<file path="config.mk">
export PLATFORM = sky130hd
export DESIGN_NAME = serial_carry_bypass_subtractor
export DESIGN_NICKNAME = d
export VERILOG_FILES = /design/src/rtl/serial_carry_bypass_subtractor.sv
export SDC_FILE = /design/constraint.sdc
export NUM_CORES = 1
export LEC_CHECK = 0
export BUFFER_PORTS_ARGS = -buffer_cell sky130_fd_sc_hd__buf_2
export CAP_MARGIN = 5
export CORE_MARGIN = 10
export CORE_UTILIZATION = 45
export DETAILED_ROUTE_END_ITERATION = 8
export PLACE_DENSITY = 0.71
export SYNTH_ARGS = -nofsm -noshare
export SYNTH_HDL_FRONTEND = slang
export SYNTH_SLANG_ARGS = --single-unit
</file>
<file path="constraint.sdc">
create_clock -name CLK -period 2.1 [get_ports CLK]
set_input_delay 0 -clock CLK [delete_from_list [all_inputs] [get_ports CLK]]
set_output_delay 0 -clock CLK [all_outputs]
set_load 0.01 [all_outputs]
</file>
<file path="src/rtl/serial_carry_bypass_subtractor.sv">
// Multi-cycle subtractor: D = A - B - Bin evaluated as A + ~B + ~Bin, one carry-bypass block per clock.
// Valid/ready handshake on both sides; the borrow (BF) and signed overflow (OF) flags are set on the last block.
module serial_carry_bypass_subtractor #(
  parameter int DATA_WIDTH = 4,
  parameter int BLOCK_SIZE = 1
) (
  input  logic                  CLK,
  input  logic                  RST,
  input  logic [DATA_WIDTH-1:0] A,
  input  logic [DATA_WIDTH-1:0] B,
  input  logic                  Bin,
  input  logic                  In_Valid,
  output logic                  In_Ready,
  output logic [DATA_WIDTH-1:0] D,
  output logic                  BF,
  output logic                  OF,
  output logic                  Out_Valid,
  input  logic                  Out_Ready
);

  localparam int NUM_BLOCKS = DATA_WIDTH / BLOCK_SIZE;
  localparam int CNT_W      = (NUM_BLOCKS > 1) ? $clog2(NUM_BLOCKS) : 1;
  localparam int MSB        = DATA_WIDTH - 1;
  localparam logic [CNT_W-1:0] LAST_BLK = CNT_W'(NUM_BLOCKS - 1);

  typedef enum logic [1:0] {
    IDLE = 2'd0,
    CALC = 2'd1,
    HOLD = 2'd2
  } state_t;

  state_t                state_r;
  logic [CNT_W-1:0]      cnt_r;
  logic [DATA_WIDTH-1:0] a_r;
  logic [DATA_WIDTH-1:0] nb_r;
  logic                  carry_r;
  logic [BLOCK_SIZE-1:0] d_blk_r  [NUM_BLOCKS];
  logic [BLOCK_SIZE-1:0] a_blk_s  [NUM_BLOCKS];
  logic [BLOCK_SIZE-1:0] nb_blk_s [NUM_BLOCKS];

  logic [BLOCK_SIZE-1:0] blk_a_s;
  logic [BLOCK_SIZE-1:0] blk_nb_s;
  logic [BLOCK_SIZE-1:0] p_s;
  logic [BLOCK_SIZE-1:0] g_s;
  logic [BLOCK_SIZE-1:0] sum_s;
  logic                  rc_s;
  logic                  carry_out_s;

  for (genvar k = 0; k < NUM_BLOCKS; k++) begin : g_blk
    assign a_blk_s[k]                      = a_r[k*BLOCK_SIZE +: BLOCK_SIZE];
    assign nb_blk_s[k]                     = nb_r[k*BLOCK_SIZE +: BLOCK_SIZE];
    assign D[k*BLOCK_SIZE +: BLOCK_SIZE]   = d_blk_r[k];
  end

  assign In_Ready  = (state_r == IDLE);
  assign Out_Valid = (state_r == HOLD);

  // Current block: ripple sum plus carry-out, bypassed when every bit propagates
  always_comb begin
    blk_a_s  = a_blk_s[cnt_r];
    blk_nb_s = nb_blk_s[cnt_r];
    p_s      = blk_a_s ^ blk_nb_s;
    g_s      = blk_a_s & blk_nb_s;
    sum_s    = '0;
    rc_s     = carry_r;
    for (int i = 0; i < BLOCK_SIZE; i++) begin
      sum_s[i] = p_s[i] ^ rc_s;
      rc_s     = g_s[i] | (p_s[i] & rc_s);
    end
    if (&p_s) begin
      carry_out_s = carry_r;
    end else begin
      carry_out_s = rc_s;
    end
  end

  // Control FSM, operand capture and result/flag registers
  always_ff @(posedge CLK or posedge RST) begin
    if (RST) begin
      state_r <= IDLE;
      cnt_r   <= '0;
      a_r     <= '0;
      nb_r    <= '0;
      carry_r <= 1'b0;
      BF      <= 1'b0;
      OF      <= 1'b0;
      for (int k = 0; k < NUM_BLOCKS; k++) begin
        d_blk_r[k] <= '0;
      end
    end else begin
      case (state_r)
        IDLE: begin
          if (In_Valid) begin
            a_r     <= A;
            nb_r    <= ~B;
            carry_r <= ~Bin;
            cnt_r   <= '0;
            state_r <= CALC;
          end
        end
        CALC: begin
          d_blk_r[cnt_r] <= sum_s;
          carry_r        <= carry_out_s;
          if (cnt_r == LAST_BLK) begin
            // Borrow is the inverted final carry; overflow compares against the true B sign (~nb_r)
            BF      <= ~carry_out_s;
            OF      <= (a_r[MSB] == nb_r[MSB]) && (sum_s[BLOCK_SIZE-1] != a_r[MSB]);
            state_r <= HOLD;
          end else begin
            cnt_r <= cnt_r + CNT_W'(1);
          end
        end
        HOLD: begin
          if (Out_Ready) begin
            state_r <= IDLE;
          end
        end
        default: state_r <= IDLE;
      endcase
    end
  end

endmodule

</file>
Word level (Yosys, flattened, before mapping)
Index checks and enable logic that the tools add are counted.

word-level totals
  register bits after elaboration = 19
  bits in latches = 0
  bits in writable memories = 0
  ROM bits = 0
  output and inout port bits = 8
  logic and storage cells = 60
  memories = 0

cells by class
  add/sub/neg operators = 1
  multiply operators = 0
  div/mod/pow operators = 0
  magnitude comparators = 2
  equal/unequal tests = 9
  shift operators = 0
  muxes and demuxes = 19
  bitwise operators = 9
  reductions and logical operators = 9

operator list
  kind                   count
  $mux W2                5
  $mux W1                7
  $ne A2 B2 Y1 const B   3
  $pmux W2 S3            1
  $reduce_and A2 Y1      3
  $reduce_and A3 Y1      2
  $bmux W1 S2            2
  $bwmux W4              1
  $eq A2 B2 Y1 const B   2
  $not A4 Y4             1
  $pmux W2 S2            1
  $ge A3 B3 Y1 const B   1
  $lt A3 B1 Y1 const B   1
  $not A2 Y3             1
  $add A2 B1 Y2 const B  1
  $and A1 B1 Y1          2
  $demux W1 S2           1
  $eq A2 B1 Y1 const B   1
  $logic_and A1 B1 Y1    2
  $logic_not A2 Y1       1
  $ne A2 B1 Y1 const B   1
  $not A1 Y1             2
  $pmux W1 S2            1
  $reduce_bool A2 Y1     1
  other kinds (4)        5

Depth between registers and ports, before layout
  depth in word-level cells = 9
  depth in mapped cells = 6

Least setup slack after synthesis
OpenSTA, ideal clock, no wires.

  kind = register to register
  start = reg cnt_r[0]
  end = reg OF
  data arrival time = 1.841 ns
  data required time = 1.969 ns
  setup slack = 0.129 ns
  cell stages (with the launch flop) = 7
  period minus slack after synthesis = 1.971 ns
  path through = dfrtp_1 -> mux4_2 -> inv_1 -> fa_1 -> and3_1 -> nor2_1 -> o21ai_0

on the way
  cells in the longest elaborated chain, start to end = 8

RTL lines
  element                                          line    source
  start, declared                                  33      logic [CNT_W-1:0] cnt_r;
  start signal, assigned                           110     cnt_r <= cnt_r + CNT_W'(1);
  $not A2 Y3 (implied by the code)                 60, 61
  $bmux W1 S2, on equally long branches            60, 61
  $mux W1, on equally long branches (2 in series)  60, 61
  $xor A1 B1 Y1                                    62      p_s = blk_a_s ^ blk_nb_s;
  $xor A1 B1 Y1                                    67      sum_s[i] = p_s[i] ^ rc_s;
  $ne A1 B1 Y1                                     107     OF <= (a_r[MSB] == nb_r[MSB]) && (sum_s[BLOCK_SIZE-1] != a_r[MSB]);
  $logic_and A1 B1 Y1                              107
  end signal, assigned                             107
  end, declared                                    16      output logic OF,

Parallel ways exist; a longest one is shown, timed or not. The select of a mux whose other input is x is not followed.
A chain may end at the register's enable or synchronous reset.

Worst setup path after layout
Ends and elaborated chain as after synthesis.

==> impl_metrics.env <==
export IMPL_status="finished clean"
export IMPL_fill_cells=180
export IMPL_clock_path_buffers=2
export IMPL_grt_pass1_vias=688
export IMPL_worstReg2RegEnd="OF$_DFFE_PP0P_"
export IMPL_ys_seq_elements=19
export IMPL_syn_area_per_cell_um2=11.7
export IMPL_post_place_cells=127
export IMPL_whs_endpoint="carry_r$_DFFE_PP0P_"
export IMPL_grt_overflow_total=0
export IMPL_grt_max_degree=20
export IMPL_p_leak_uw=0.000615
export IMPL_gr_max_usage_layer="met2"
export IMPL_antenna_cells=0
export IMPL_grt_util_met1_pct=9.86
export IMPL_grt_pass1_wl_um=3060
export IMPL_met3_usage_pct=4.24
export IMPL_crit_path_start_kind="flip-flop"
export IMPL_critPathMaxFanout=4
export IMPL_cts_max_level=1
export IMPL_skew_ns=0.000486
export IMPL_drive_above_1_share_pct=33.6
export IMPL_synth_seq_area_share_pct=50.9
export IMPL_drc=0
export IMPL_post_route_period_util_pct=93.4
export IMPL_r2r_cells=6
export IMPL_multiInputGateArea_um2=408
export IMPL_drv_slew=0
export IMPL_rsz0062_at_grt="false"
export IMPL_wl_per_cell_um=13.2
export IMPL_power_density_nw_per_um2=1590
export IMPL_dieArea_um2=4300
export IMPL_coreArea_um2=1960
export IMPL_path_clk_slew_ns=0.10
export IMPL_gp_congestion=0.719
export IMPL_hold_start="In_Valid"
export IMPL_layout_setup_ws_ns=0.139
export IMPL_worstHoldPathCells=3
export IMPL_fp_dieW_um=65.6
export IMPL_worstPathArrival_ns=2.14
export IMPL_crit_chain="mux4_2, inv_2, fa_2, and3_1, nor2_1, o21ai_1"
export IMPL_numCtsBuffers=3
export IMPL_use_met2_pct=14.1
export IMPL_antenna_found_initial=0
export IMPL_finalWirelength_um=1890
export IMPL_place_hpwl_um=1400
export IMPL_die_h_um=65.6
export IMPL_path_class="reg2reg"
export IMPL_dr_first_iter_drc_count=13
export IMPL_clkLatencyLatePin_ns=0.29
export IMPL_io_pin_count=21
export IMPL_dr_pass1_iters=2
export IMPL_synth_area_um2=935
export IMPL_worst_pin_slew_ns=0.708
export IMPL_crit_family="multiplexers"
export IMPL_drv_cap=0
export IMPL_grt_usage_pct=9.07
export IMPL_max_stage_delay_ns=0.53
export IMPL_vdd_drop_max_mv=0.839
export IMPL_holdCritPathClass="in2reg"
export IMPL_cpMaxStageDelayCell="mux4_2"
export IMPL_syn2layout_area_growth_pct=29.6
export IMPL_setup_viol=0
export IMPL_antenna_left=0
export IMPL_synthCells=80
export IMPL_clock_root_buffer="clkbuf_4"
export IMPL_yosys_warnings=0
export IMPL_tritoncts="yes"
export IMPL_portBuffers=20
export IMPL_critPathRequiredTime_ns=2.28
export IMPL_via_count=673
export IMPL_end_kind="flip-flop"
export IMPL_start_util_pct=47.6
export IMPL_slew_headroom_pct=52.7
export IMPL_regToRegSetupSlack_ns=0.14
export IMPL_setup_tns_ns=0
export IMPL_synth_cell_type_count=23
export IMPL_instances_no_fill=143
export IMPL_syn_nets=98
export IMPL_maxClockFrequency_mhz=510
export IMPL_seq_area_um2=475
export IMPL_via_per_inst=4.71
export IMPL_dp_slack_ns=0.0780
export IMPL_r2r_start="cnt_r[0]$_DFFE_PP0P_"
export IMPL_crit_buf_inv=1
export IMPL_finalHoldViolations=0
export IMPL_rows=16
export IMPL_fin_nets=135
export IMPL_cts_sinks=19
export IMPL_period_needed_ns=1.96
==> power breakdown <==
group	internal (uW)	leakage [uW]	switching, uW
Clock	73.8	0.0000150	107
Sequential	550	0.000225	162
Combinational	582	0.000375	454
==> timing repair <==
action / in CTS / in global routing
buffers inserted: 0 / 2
hold buffers: 10 / 0
setup endpoints to repair: 0 / 1
resized for setup: 0 / 3
hold endpoints to repair: 28 / 0
==> worst max path at each step <==
| stage | start | end | slack (ns) | cells past startpoint |
|---|---|---|---|---|
| 6_report | cnt_r[0]$_DFFE_PP0P_ | OF$_DFFE_PP0P_ | 0.14 | 6 |
| 2_1_floorplan | cnt_r[0]$_DFFE_PP0P_ | OF$_DFFE_PP0P_ | 0.13 | 6 |
| 5_1_grt | cnt_r[0]$_DFFE_PP0P_ | OF$_DFFE_PP0P_ | 0.02 | 6 |
| 3_3_place_gp | cnt_r[0]$_DFFE_PP0P_ | OF$_DFFE_PP0P_ | 0.16 | 6 |
| 4_1_cts | cnt_r[0]$_DFFE_PP0P_ | OF$_DFFE_PP0P_ | 0.06 | 6 |
| 3_5_place_dp | cnt_r[0]$_DFFE_PP0P_ | OF$_DFFE_PP0P_ | 0.08 | 6 |
==> area by class of cell <==
type                    count  share of cell area (%)
clock buffers               4                    2.17
flip-flops and latches     19                    39.3
inverters                  10                    3.10
multi-input cells          49                    33.7
well taps                  27                    2.79
repair buffers             34                    19.0
==> state kept, by name, summed over array words and instances, names as in the netlist <==
name / flops
cnt_r: 2
state_r: 2
OF: 1
BF: 1
carry_r: 1
nb_r: 4
a_r: 4
D: 4
==> layout by cell type (no fill, tap or decap) <==
cell type	instances
nand2_1	7
ha_1	4
nor2_1	7
clkbuf_4	3
buf_4	4
nor3b_2	1
a22o_1	1
mux2i_1	3
buf_2	20
o21ai_1	1
nor3b_4	1
inv_2	1
o21bai_1	1
nor3_1	1
mux4_2	2
nand2b_1	1
nor2b_1	2
dlygate4sd3_1	10
dfrtp_1	19
fa_2	1
o21ai_0	1
mux2_4	2
clkbuf_1	1
a21oi_1	6
nand3b_1	2
mux2_2	4
and3_1	1
inv_1	9
==> synth_stat cells <==
library cell  count  area share [%]
nor3b_4           1             2.0
nor2_1            7             2.8
o21ai_0           2             1.1
o21bai_1          1            0.80
inv_1            10             4.0
dfrtp_1          19              51
clkbuf_2          1            0.53
mux2i_1           3             3.2
mux2_2            4             4.8
a22o_1            1            0.94
buf_6             1             1.2
fa_1              1             2.1
nor3b_2           1             1.3
nand2_1           7             2.8
nand3b_1          2             1.6
mux2_4            2             3.2
and3_1            1            0.67
nor3_1            1            0.53
nor2b_1           2             1.3
nand2b_1          1            0.67
mux4_2            2             4.8
ha_1              4             5.4
a21oi_1           6             3.2
==> stage by stage <==
stage          hold slack (ns)  util, %  power, uW  cell area [um^2]
2_1_floorplan          -0.0489        -       1350               935
3_5_place_dp             0.157     54.4       1600              1070
5_1_grt                 0.0372     61.7       2110              1210
6_report                0.0359     61.7       1930              1210
3_3_place_gp             0.147     54.4       1560              1070
4_1_cts                 0.0281     60.8       1800              1190
==> kinds of logic (layout without fill, tap and decap cells) <==
family                     Yosys count  after routing  share of synthesized area [%]
DFF                                 19             19                           50.9
muxes                               11             11                           16.1
AOI/OAI and AO/OA                   10             10                           6.02
adders and majority gates            5              5                           7.50
and+or+nand+nor                     23             23                           13.8
buffers and inverters               12             48                           5.76
==> metal layers <==
layer / share of wire [%] / wire length (um)
met5: 0 / 0
met2: 50 / 946
met3: 6.2 / 117
met4: 1.9 / 36
met1: 42 / 785
==> tightest hold or removal path, stage by stage <==
cell and delay, ns:
buf_2 0.10, o21bai_1 0.06, a21oi_1 0.13
(Power assumes the default switching activity.)
